==> src/rtl/dac_spi_arbiter.sv <==
// dac_spi_arbiter
//
// Round-robin scheduler sharing one SPI master between NUM_CH DAC channel
// controllers. Each channel latches its own request (start + frame data);
// the arbiter serialises pending requests onto the SPI master, routes the
// master's state back to the owning channel, pulses a per-channel done, and
// holds the bus idle for GAP_CYCLES between frames. A global interlock
// flushes all pending requests and blocks new launches while an in-flight
// frame is allowed to finish.
//
// Optional feature: define DAC_ARB_TIMEOUT_EN to compile in a WAIT_DONE
// watchdog that abandons a frame after TIMEOUT_CYCLES and pulses o_timeout.
// Without the macro, o_timeout is constant low and WAIT_DONE waits forever.
//
// Reset is synchronous and active-low (i_fRST sampled at the rising edge).

module dac_spi_arbiter #(
  parameter int DATA_WIDTH     = 24,
  parameter int NUM_CH         = 4,
  parameter int GAP_CYCLES     = 30,
  parameter int TIMEOUT_CYCLES = 1023
) (
  input  logic                         i_clk,
  input  logic                         i_fRST,
  input  logic [NUM_CH-1:0]            i_req_start,
  input  logic [NUM_CH*DATA_WIDTH-1:0] i_req_data,
  output logic [NUM_CH*3-1:0]          o_req_state,
  output logic [NUM_CH-1:0]            o_req_done,
  input  logic                         i_interlock,
  output logic                         o_spi_start,
  output logic [DATA_WIDTH-1:0]        o_spi_data,
  input  logic [2:0]                   i_spi_state,
  output logic [NUM_CH-1:0]            o_grant,
  output logic                         o_busy,
  output logic                         o_timeout
);

  localparam int IDX_W = $clog2(NUM_CH);

  // SPI master state encodings that matter to the arbiter.
  localparam logic [2:0] SPI_IDLE = 3'd0;
  localparam logic [2:0] SPI_DONE = 3'd4;

  // Arbiter FSM encoding.
  localparam logic [1:0] ST_IDLE      = 2'd0;
  localparam logic [1:0] ST_LAUNCH    = 2'd1;
  localparam logic [1:0] ST_WAIT_DONE = 2'd2;
  localparam logic [1:0] ST_GAP       = 2'd3;

  localparam logic [7:0]       GAP_LAST = 8'(GAP_CYCLES - 1);
  localparam logic [IDX_W-1:0] LAST_CH  = IDX_W'(NUM_CH - 1);

  logic [1:0]            state;
  logic [NUM_CH-1:0]     pending;
  logic [DATA_WIDTH-1:0] data_q [NUM_CH];
  logic [IDX_W-1:0]      rr_ptr;
  logic [IDX_W-1:0]      owner;
  logic                  busy_seen;
  logic [7:0]            gap_cnt;

  logic                  sel_found;
  logic [IDX_W-1:0]      sel_idx;
  logic [NUM_CH-1:0]     sel_onehot;
  logic                  launch_go;
  logic [NUM_CH-1:0]     clr_mask;
  logic                  done_hit;
  logic                  timeout_hit;
  logic                  frame_end;

  // Round-robin pick: first pending channel at or above rr_ptr, wrapping.
  // NOTE: every always_comb output gets a default before any branch so no
  // path leaves it unassigned; otherwise synthesis infers a latch.
  always_comb begin : rr_select
    int               cand;
    logic [IDX_W-1:0] cand_idx;
    sel_found = 1'b0;
    sel_idx   = '0;
    cand      = 0;
    cand_idx  = '0;
    for (int i = 0; i < NUM_CH; i++) begin
      cand     = (int'(rr_ptr) + i) % NUM_CH;
      cand_idx = IDX_W'(cand);
      if (!sel_found && pending[cand_idx]) begin
        sel_found = 1'b1;
        sel_idx   = cand_idx;
      end
    end
  end

  assign sel_onehot = NUM_CH'(1) << sel_idx;

  // A launch decision is made only from IDLE and never under interlock; the
  // interlock gate matters in the very cycle it rises, before pending clears.
  assign launch_go = (state == ST_IDLE) && sel_found && !i_interlock;
  assign clr_mask  = launch_go ? sel_onehot : '0;

  // Completion needs a busy state first so a stale DONE left over from the
  // previous frame cannot end the new one early.
  assign done_hit  = (state == ST_WAIT_DONE) && busy_seen && (i_spi_state == SPI_DONE);
  assign frame_end = done_hit || timeout_hit;

  // Pending latch: starts set, launch clears the winner, interlock flushes all.
  // A start landing on the same cycle as its own launch survives as a new request.
  always_ff @(posedge i_clk) begin
    if (!i_fRST) begin
      pending <= '0;
    end else if (i_interlock) begin
      pending <= '0;
    end else begin
      pending <= (pending & ~clr_mask) | i_req_start;
    end
  end

  // Frame capture per channel; a repeated start simply overwrites the data.
  // NOTE: the data store has no reset -- it is only read for a channel whose
  // pending bit is set, and that bit is always written together with the data.
  always_ff @(posedge i_clk) begin
    for (int c = 0; c < NUM_CH; c++) begin
      if (i_req_start[c] && !i_interlock) begin
        data_q[c] <= i_req_data[c*DATA_WIDTH +: DATA_WIDTH];
      end
    end
  end

  // Main arbitration FSM: IDLE -> LAUNCH -> WAIT_DONE -> GAP -> IDLE.
  // NOTE: clocked state uses non-blocking assignments only, so every register
  // here sees the pre-edge value of every other register.
  always_ff @(posedge i_clk) begin
    if (!i_fRST) begin
      state       <= ST_IDLE;
      rr_ptr      <= '0;
      owner       <= '0;
      busy_seen   <= 1'b0;
      gap_cnt     <= '0;
      o_spi_start <= 1'b0;
      o_spi_data  <= '0;
      o_grant     <= '0;
    end else begin
      o_spi_start <= 1'b0;
      case (state)
        ST_IDLE: begin
          if (launch_go) begin
            owner       <= sel_idx;
            o_grant     <= sel_onehot;
            o_spi_data  <= data_q[sel_idx];
            o_spi_start <= 1'b1;
            state       <= ST_LAUNCH;
          end
        end
        ST_LAUNCH: begin
          rr_ptr    <= (owner == LAST_CH) ? '0 : owner + 1'b1;
          busy_seen <= 1'b0;
          state     <= ST_WAIT_DONE;
        end
        ST_WAIT_DONE: begin
          if (frame_end) begin
            gap_cnt <= '0;
            state   <= ST_GAP;
          end else if (i_spi_state != SPI_IDLE && i_spi_state != SPI_DONE) begin
            busy_seen <= 1'b1;
          end
        end
        ST_GAP: begin
          if (gap_cnt == GAP_LAST) begin
            o_grant <= '0;
            state   <= ST_IDLE;
          end else begin
            gap_cnt <= gap_cnt + 8'd1;
          end
        end
        default: state <= ST_IDLE;
      endcase
    end
  end

`ifdef DAC_ARB_TIMEOUT_EN
  localparam int              WD_W    = $clog2(TIMEOUT_CYCLES + 1);
  localparam logic [WD_W-1:0] WD_LAST = WD_W'(TIMEOUT_CYCLES - 1);

  logic [WD_W-1:0] wd_cnt;

  // Watchdog: counts cycles in WAIT_DONE, restarting from zero each frame.
  always_ff @(posedge i_clk) begin
    if (!i_fRST) begin
      wd_cnt <= '0;
    end else if (state == ST_WAIT_DONE) begin
      wd_cnt <= wd_cnt + 1'b1;
    end else begin
      wd_cnt <= '0;
    end
  end

  // Fires on the TIMEOUT_CYCLES-th WAIT_DONE cycle unless a real done wins.
  assign timeout_hit = (state == ST_WAIT_DONE) && !done_hit && (wd_cnt == WD_LAST);
`else
  // Watchdog compiled out: this term is constant false for any legal limit,
  // so WAIT_DONE waits for the SPI master indefinitely.
  assign timeout_hit = (TIMEOUT_CYCLES < 0);
`endif

  assign o_timeout  = timeout_hit;
  assign o_busy     = (state != ST_IDLE);
  assign o_req_done = done_hit ? o_grant : '0;

  // Per-channel state view: only the owning channel sees the SPI master.
  always_comb begin
    o_req_state = '0;
    for (int c = 0; c < NUM_CH; c++) begin
      if (o_grant[c]) begin
        o_req_state[c*3 +: 3] = i_spi_state;
      end
    end
  end

endmodule

==> config.mk <==
export PLATFORM = sky130hd
export DESIGN_NAME = dac_spi_arbiter
export DESIGN_NICKNAME = d
export VERILOG_FILES = /design/src/rtl/dac_spi_arbiter.sv
export SDC_FILE = /design/constraint.sdc
export NUM_CORES = 1
export LEC_CHECK = 0
export BUFFER_PORTS_ARGS = -buffer_cell sky130_fd_sc_hd__buf_2
export CAP_MARGIN = 20
export CORE_UTILIZATION = 55
export CTS_CLUSTER_SIZE = 25
export DETAILED_ROUTE_END_ITERATION = 10
export PLACE_DENSITY = 0.94
export SYNTH_ARGS = -nofsm -noshare
export SYNTH_HDL_FRONTEND = slang
export SYNTH_SLANG_ARGS = --single-unit
==> constraint.sdc <==
create_clock -name i_clk -period 5.2 [get_ports i_clk]
set_clock_uncertainty 0.2 [all_clocks]
set_input_delay 0.52 -clock i_clk [delete_from_list [all_inputs] [get_ports i_clk]]
set_output_delay 0.52 -clock i_clk [all_outputs]
set_load 0.01 [all_outputs]
==> results.yml, run 1 <==
final_layout:
  area_growth_pct: 39.7
  layout.nets: 832
  drive_gt1_share_pct: 28.8
  final-instance-count-excl-fill: 870
die:
  core_um2: 10400
  ios: 153
  floorplan.initialDensity_pct: 57.2
  die_y_um: 106
  dieWidth_um: 106
  rows: 37
  die_area_um2: 11200
place:
  portBuffers: 151
  dp.cells: 740
  dp_hpwl_um: 10100
  dpl_worst_slack_ps: 2660
  gp_congestion: 0.792
grt:
  grt_pass1_wl_um: 36000
  grt_max_degree: 50
  grt-ovfl-total: 0
  antenna_found_initial: 3
  grt_pass1_vias: 5995
  gr-usage-all-layers_pct: 45.1
detailed_routing:
  vias: 5943
  drc: 0
  drt_wl_total_um: 24700
  drtAntennaViolNets: 0
  avgRoutedWirePerCell_um: 28.4
  dr.pass1.iters: 6
  viasPerCell: 6.83
  drtIter0Drc: 852
power:
  power.total_mw: 3.26
  powerDensity_nw_per_um2: 393
  ir_worst_vdd_uv: 323
  power.leakage_nw: 3.28
yosys:
  syn_area_um2: 5930
  yosys_warnings: 0
  ys_types: 53
  synthDominantCellAreaShare_pct: 48.6
  synth_top_area_cell: "edfxtp_1"
  synthesis.nets: 592
  ys_async_sr_fraction_pct: 0
  syn_area_per_cell_um2: 12.4
  synth-seq-cells: 144
  synth_seq_area_share_pct: 64.8
  synth_ff_type: "edfxtp_1"
  netlist_instances: 479
  yosys-top-cells-area: "edfxtp_1, dfxtp_1, o21ai_0"
  synth_edf_count: 96
critical_path:
  worstSetupEndpointType: "flop"
  cp_slowest_cell: "or4_4"
  r2r_start: "pending[3]"
  slowest_delay_ps: 840
  cp_data_required_time_ps: 5470
  worstPathArrival_ps: 3280
  cp_max_fo: 49
  path_cells: "nor2_1 -> or4_4 -> a21boi_0 -> o21ai_1 -> a21oi_1"
  cp_top_family: "simple AND/OR/NAND/NOR gates"
  startpoint_type: "flop"
  cp-startpoint: "pending[3]"
  critPathKind: "flop to flop"
  path_buf_inv: 0
run:
  drv_cap: 0
clocking:
  cts_made_buffers: 17
  cts_root_buf: "clkbuf_8"
  clock_path_buffers: 2
  cts_tree: "built"
  clk_latency_ps: 560
  htree_levels: 4
  clock_sinks: 144
  clkTransAtPathRegs_ps: 80
hold_path:
  min_from: "i_req_start[3]"
  hold_path_class: "input pin to flop"
status:
  outcome: "finished clean"
timing:
  layout_setup_ws_ps: 2180
  max_clock_freq_ghz: 0.332
  min_period_over_period_pct: 58.0
  hold_violations: 0
  period_needed_ps: 3020
  tns_ps: 0
  worstMarginPinSlew_ps: 1270
  hold_ws_ps: 54.5
  maxSlewHeadroom_pct: 15.4
  setup_viol: 0
  slew_violations: 0
  rsz0062_at_grt: "no"
## area by class of cell
cell class	count	area [um^2]
clock inverters	15	149
fillers	476	2080
inverters	17	63.8
clock buffers	17	414
multi-input cells	287	1890
well taps	136	170
flip-flops and latches	144	3840
diodes	2	5.00
repair buffers	252	1750
## through the flow
| step | cell area, um^2 | utilization, % |
|---|---|---|
| 2_1_floorplan | 5930 | - |
| 3_3_place_gp | 6760 | 65.2 |
| 3_5_place_dp | 6760 | 65.2 |
| 4_1_cts | 8270 | 79.8 |
| 5_1_grt | 8290 | 79.9 |
| 6_report | 8290 | 79.9 |
## placed cells by master, fill, tap and decap left out, drive strengths merged, types with 9 or more instances in the layout
master,synthesis,layout
a21boi,29,29
a21oi,32,32
a221oi,19,19
and2,15,15
and3,24,24
buf,10,156
clkbuf,21,17
dfxtp,48,48
dlygate4sd3,0,96
edfxtp,96,96
inv,17,25
nand2,14,14
nand3,9,9
nor2,15,15
nor2b,9,9
o21ai,59,59
## state kept, by name, indices dropped and copies added, names as in the netlist
register / count
data_q: 96
o_spi_data: 24
o_grant: 4
gap_cnt: 8
rr_ptr: 2
state: 2
o_spi_start: 1
owner: 2
busy_seen: 1
pending: 4
## cell usage after synthesis, types with 14 or more instances
master,n
clkbuf_1,21
a221oi_1,19
a21boi_0,14
and3_1,24
o21ai_0,35
o21ai_1,24
and2_1,15
dfxtp_1,48
nand2_1,14
inv_1,17
a21oi_1,32
edfxtp_1,96
nor2_1,15
## cell families after synthesis
logic type / count (synthesis) / synth area share [%]
xor+xnor: 2 / 0.295
other cells: 1 / 0.0632
flops: 144 / 64.8
mux: 2 / 0.338
compound gates: 168 / 18.9
buf+inv: 48 / 3.84
simple gates: 107 / 10.3
fa+ha+maj: 7 / 1.48
## worst paths after layout
| kind | cells after the start | slack (ps) | endpoint |
|---|---|---|---|
| setup / recovery | 5 | 2180 | o_spi_data[1] |
| hold / removal | 3 | 50 | pending[3] |
| setup reg to reg | 5 | 2180 | o_spi_data[1] |
| hold reg to reg | 2 | 290 | gap_cnt[7] |
## worst reg2reg max path, cell delays in order, from the launching register on
cell,delay (ps)
dfxtp_1,730
nor2_1,190
or4_4,840
a21boi_0,500
o21ai_1,200
a21oi_1,280
## power by group
group | switching, mW | internal [mW]
logic | 0.369 | 0.227
clock network | 0.596 | 0.652
registers | 0.0807 | 1.33
## layer usage
metal	vias up	wire (um)	global-route usage, %
li1	2296	-	-
met1	2638	7510	48.8
met2	779	10900	69.7
met3	228	3710	18.7
met4	2	2610	36.3
met5	-	9	0
## repair_timing
item	in CTS	in global routing
hold endpoints to repair	95	1
resized for setup	0	0
hold buffers	95	1
buffers inserted	0	0
Note: power is estimated with default switching activity, not from simulation.
==> inputs of run 2 (changes only) <==
Settings changed: CORE_UTILIZATION 55 to 48, PLACE_DENSITY 0.94 to 0.88.
Clock period 5.2 ns to 2.7 ns, I/O delays scaled along.
==> results.yml, run 2 (same netlist as run 1, synthesis figures left out) <==
final_layout:
  largest_reg_flops: 96
  register_area_um2: 3840
  layout_commonest_cell: "buf_2"
  largest-register: "data_q"
  final_cell_area_um2: 8390
  fillCellCount: 768
  area_growth_pct: 41.5
  drive_gt1_share_pct: 28.9
  layout.nets: 840
  final_cell_mix: "buf_2, dlygate4sd3_1, edfxtp_1, dfxtp_1, o21ai_0"
  multi_input_area_um2: 1890
  n_antenna_cell: 0
  reg_top3: "data_q (96), o_spi_data (24), gap_cnt (8)"
grt:
  antenna_found_initial: 0
  grt_max_degree: 50
  grt_pass1_wl_um: 28900
  gr-usage-all-layers_pct: 30.5
  global_route.usage.met1_pct: 35.2
  grt-busiest-layer: "met2"
  grt-ovfl-total: 0
  grt_pass1_vias: 5266
  grt_util_met3_pct: 7.50
  use_met2_pct: 53.4
die:
  die_y_um: 113
  ios: 153
  die_area_um2: 12800
  floorplan.initialDensity_pct: 49.4
  dieWidth_um: 113
  core_um2: 12000
  rows: 40
clocking:
  cts_tree: "built"
  clock_sinks: 144
  cts_made_buffers: 17
  cts_root_buf: "clkbuf_16"
  clkTransAtPathRegs_ps: 60
  clock_path_buffers: 2
  cts_resized: 0
  clk_latency_ps: 430
  htree_levels: 4
  post_cts.repair.setup_buffers: 0
  holdBufCountCts: 100
detailed_routing:
  drt_wl_total_um: 18700
  vias: 5210
  dr.pass1.iters: 5
  viasPerCell: 5.87
  drtIter0Drc: 446
  avgRoutedWirePerCell_um: 21.0
  drc: 0
  drtAntennaViolNets: 0
timing:
  rsz0062_at_grt: "no"
  setup_viol: 0
  min_period_over_period_pct: 92.1
  tns_ps: 0
  worstMarginPinSlew_ps: 1120
  max_clock_freq_ghz: 0.402
  period_needed_ps: 2490
  hold_violations: 0
  slew_violations: 0
  maxSlewHeadroom_pct: 25.5
critical_path:
  slowest_delay_ps: 910
  critPathKind: "flop to flop"
  worstPathArrival_ps: 2630
  cp_slowest_cell: "o31ai_4"
  path_buf_inv: 0
  path_cells: "nand2_1 -> o31ai_4 -> a221oi_1 -> a21oi_1"
  worstSetupEndpointType: "flop"
  path_depth: 4
  cp_max_fo: 21
  cp_data_required_time_ps: 2840
  cp_top_family: "compound AO/OA/AOI/OAI gates"
  reg2reg_depth: 4
  startpoint_type: "flop"
  r2r_slack_ps: 210
hold_path:
  hold_path_class: "input pin to flop"
  min_path_cells: 3
run:
  drv_cap: 0
status:
  outcome: "finished clean"
power:
  power_frac_comb_pct: 17.4
  power_report.internal_total_mw: 4.42
  powerDensity_nw_per_um2: 725
  ir_worst_vdd_uv: 523
  switchingPower_mw: 1.67
  swShare_pct: 27.4
  clkPwrFrac_pct: 38.5
  pwr-share-seq_pct: 44.2
  power.leakage_nw: 3.33
place:
  portBuffers: 151
  gp_congestion: 0.907
  placed_area_um2: 6800
  dp_hpwl_um: 10000
## run 2: changes by cell type in the layout (fill, tap and decap cells not counted), moves of 2 or more
cell and change:
inv_6 -4, inv_8 -2, buf_4 +4, diode_2 -2, clkinv_2 +2, dlygate4sd3_1 +4
## run 2: metrics by stage
stage	setup WS [ps]	power, mW	util [%]	cells	hold WS (ps)
final	213	6.09	69.9	887	83.1
after global routing	127	6.28	69.9	887	138
after CTS	391	6.01	69.9	887	65.4
after detailed placement	388	3.60	56.6	755	248
after global placement	497	3.55	56.6	755	246
after floorplan	668	3.23	-	479	169
## run 2: worst paths after layout
path	start	end
setup / recovery	rr_ptr[1]	o_spi_data[21]
hold / removal	i_spi_state[0]	busy_seen
setup reg to reg	rr_ptr[1]	o_spi_data[21]
hold reg to reg	gap_cnt[7]	gap_cnt[7]
## run 2: tightest hold or removal path: cells and delay by family
kind / cells / cell delay, ps
AOI/OAI and AO/OA: 2 / 250
buffers and inverters: 1 / 130
## run 2: power by group through the flow
stage               combinational, mW  sequential (mW)  clock (mW)
finish                           1.06             2.69        2.34
global route                     1.14             2.71        2.44
CTS                              1.00             2.68        2.33
detailed placement              0.880             2.72           0
global placement                0.838             2.71           0
floorplan                       0.508             2.72           0
## run 2: cell type report
| type | instances | area share [%] |
|---|---|---|
| multi-input combinational | 287 | 22.5 |
| clock inverter | 13 | 1.62 |
| tap | 147 | 2.19 |
| clock buffer | 19 | 5.40 |
| sequential | 144 | 45.8 |
| inverter | 17 | 0.760 |
| timing repair buffer | 260 | 21.7 |
## run 2: routing by layer
layer,vias up,share of wire (%)
met3,60,9.2
met4,0,3.5
met5,-,0
met2,361,52
met1,2476,36
li1,2313,-
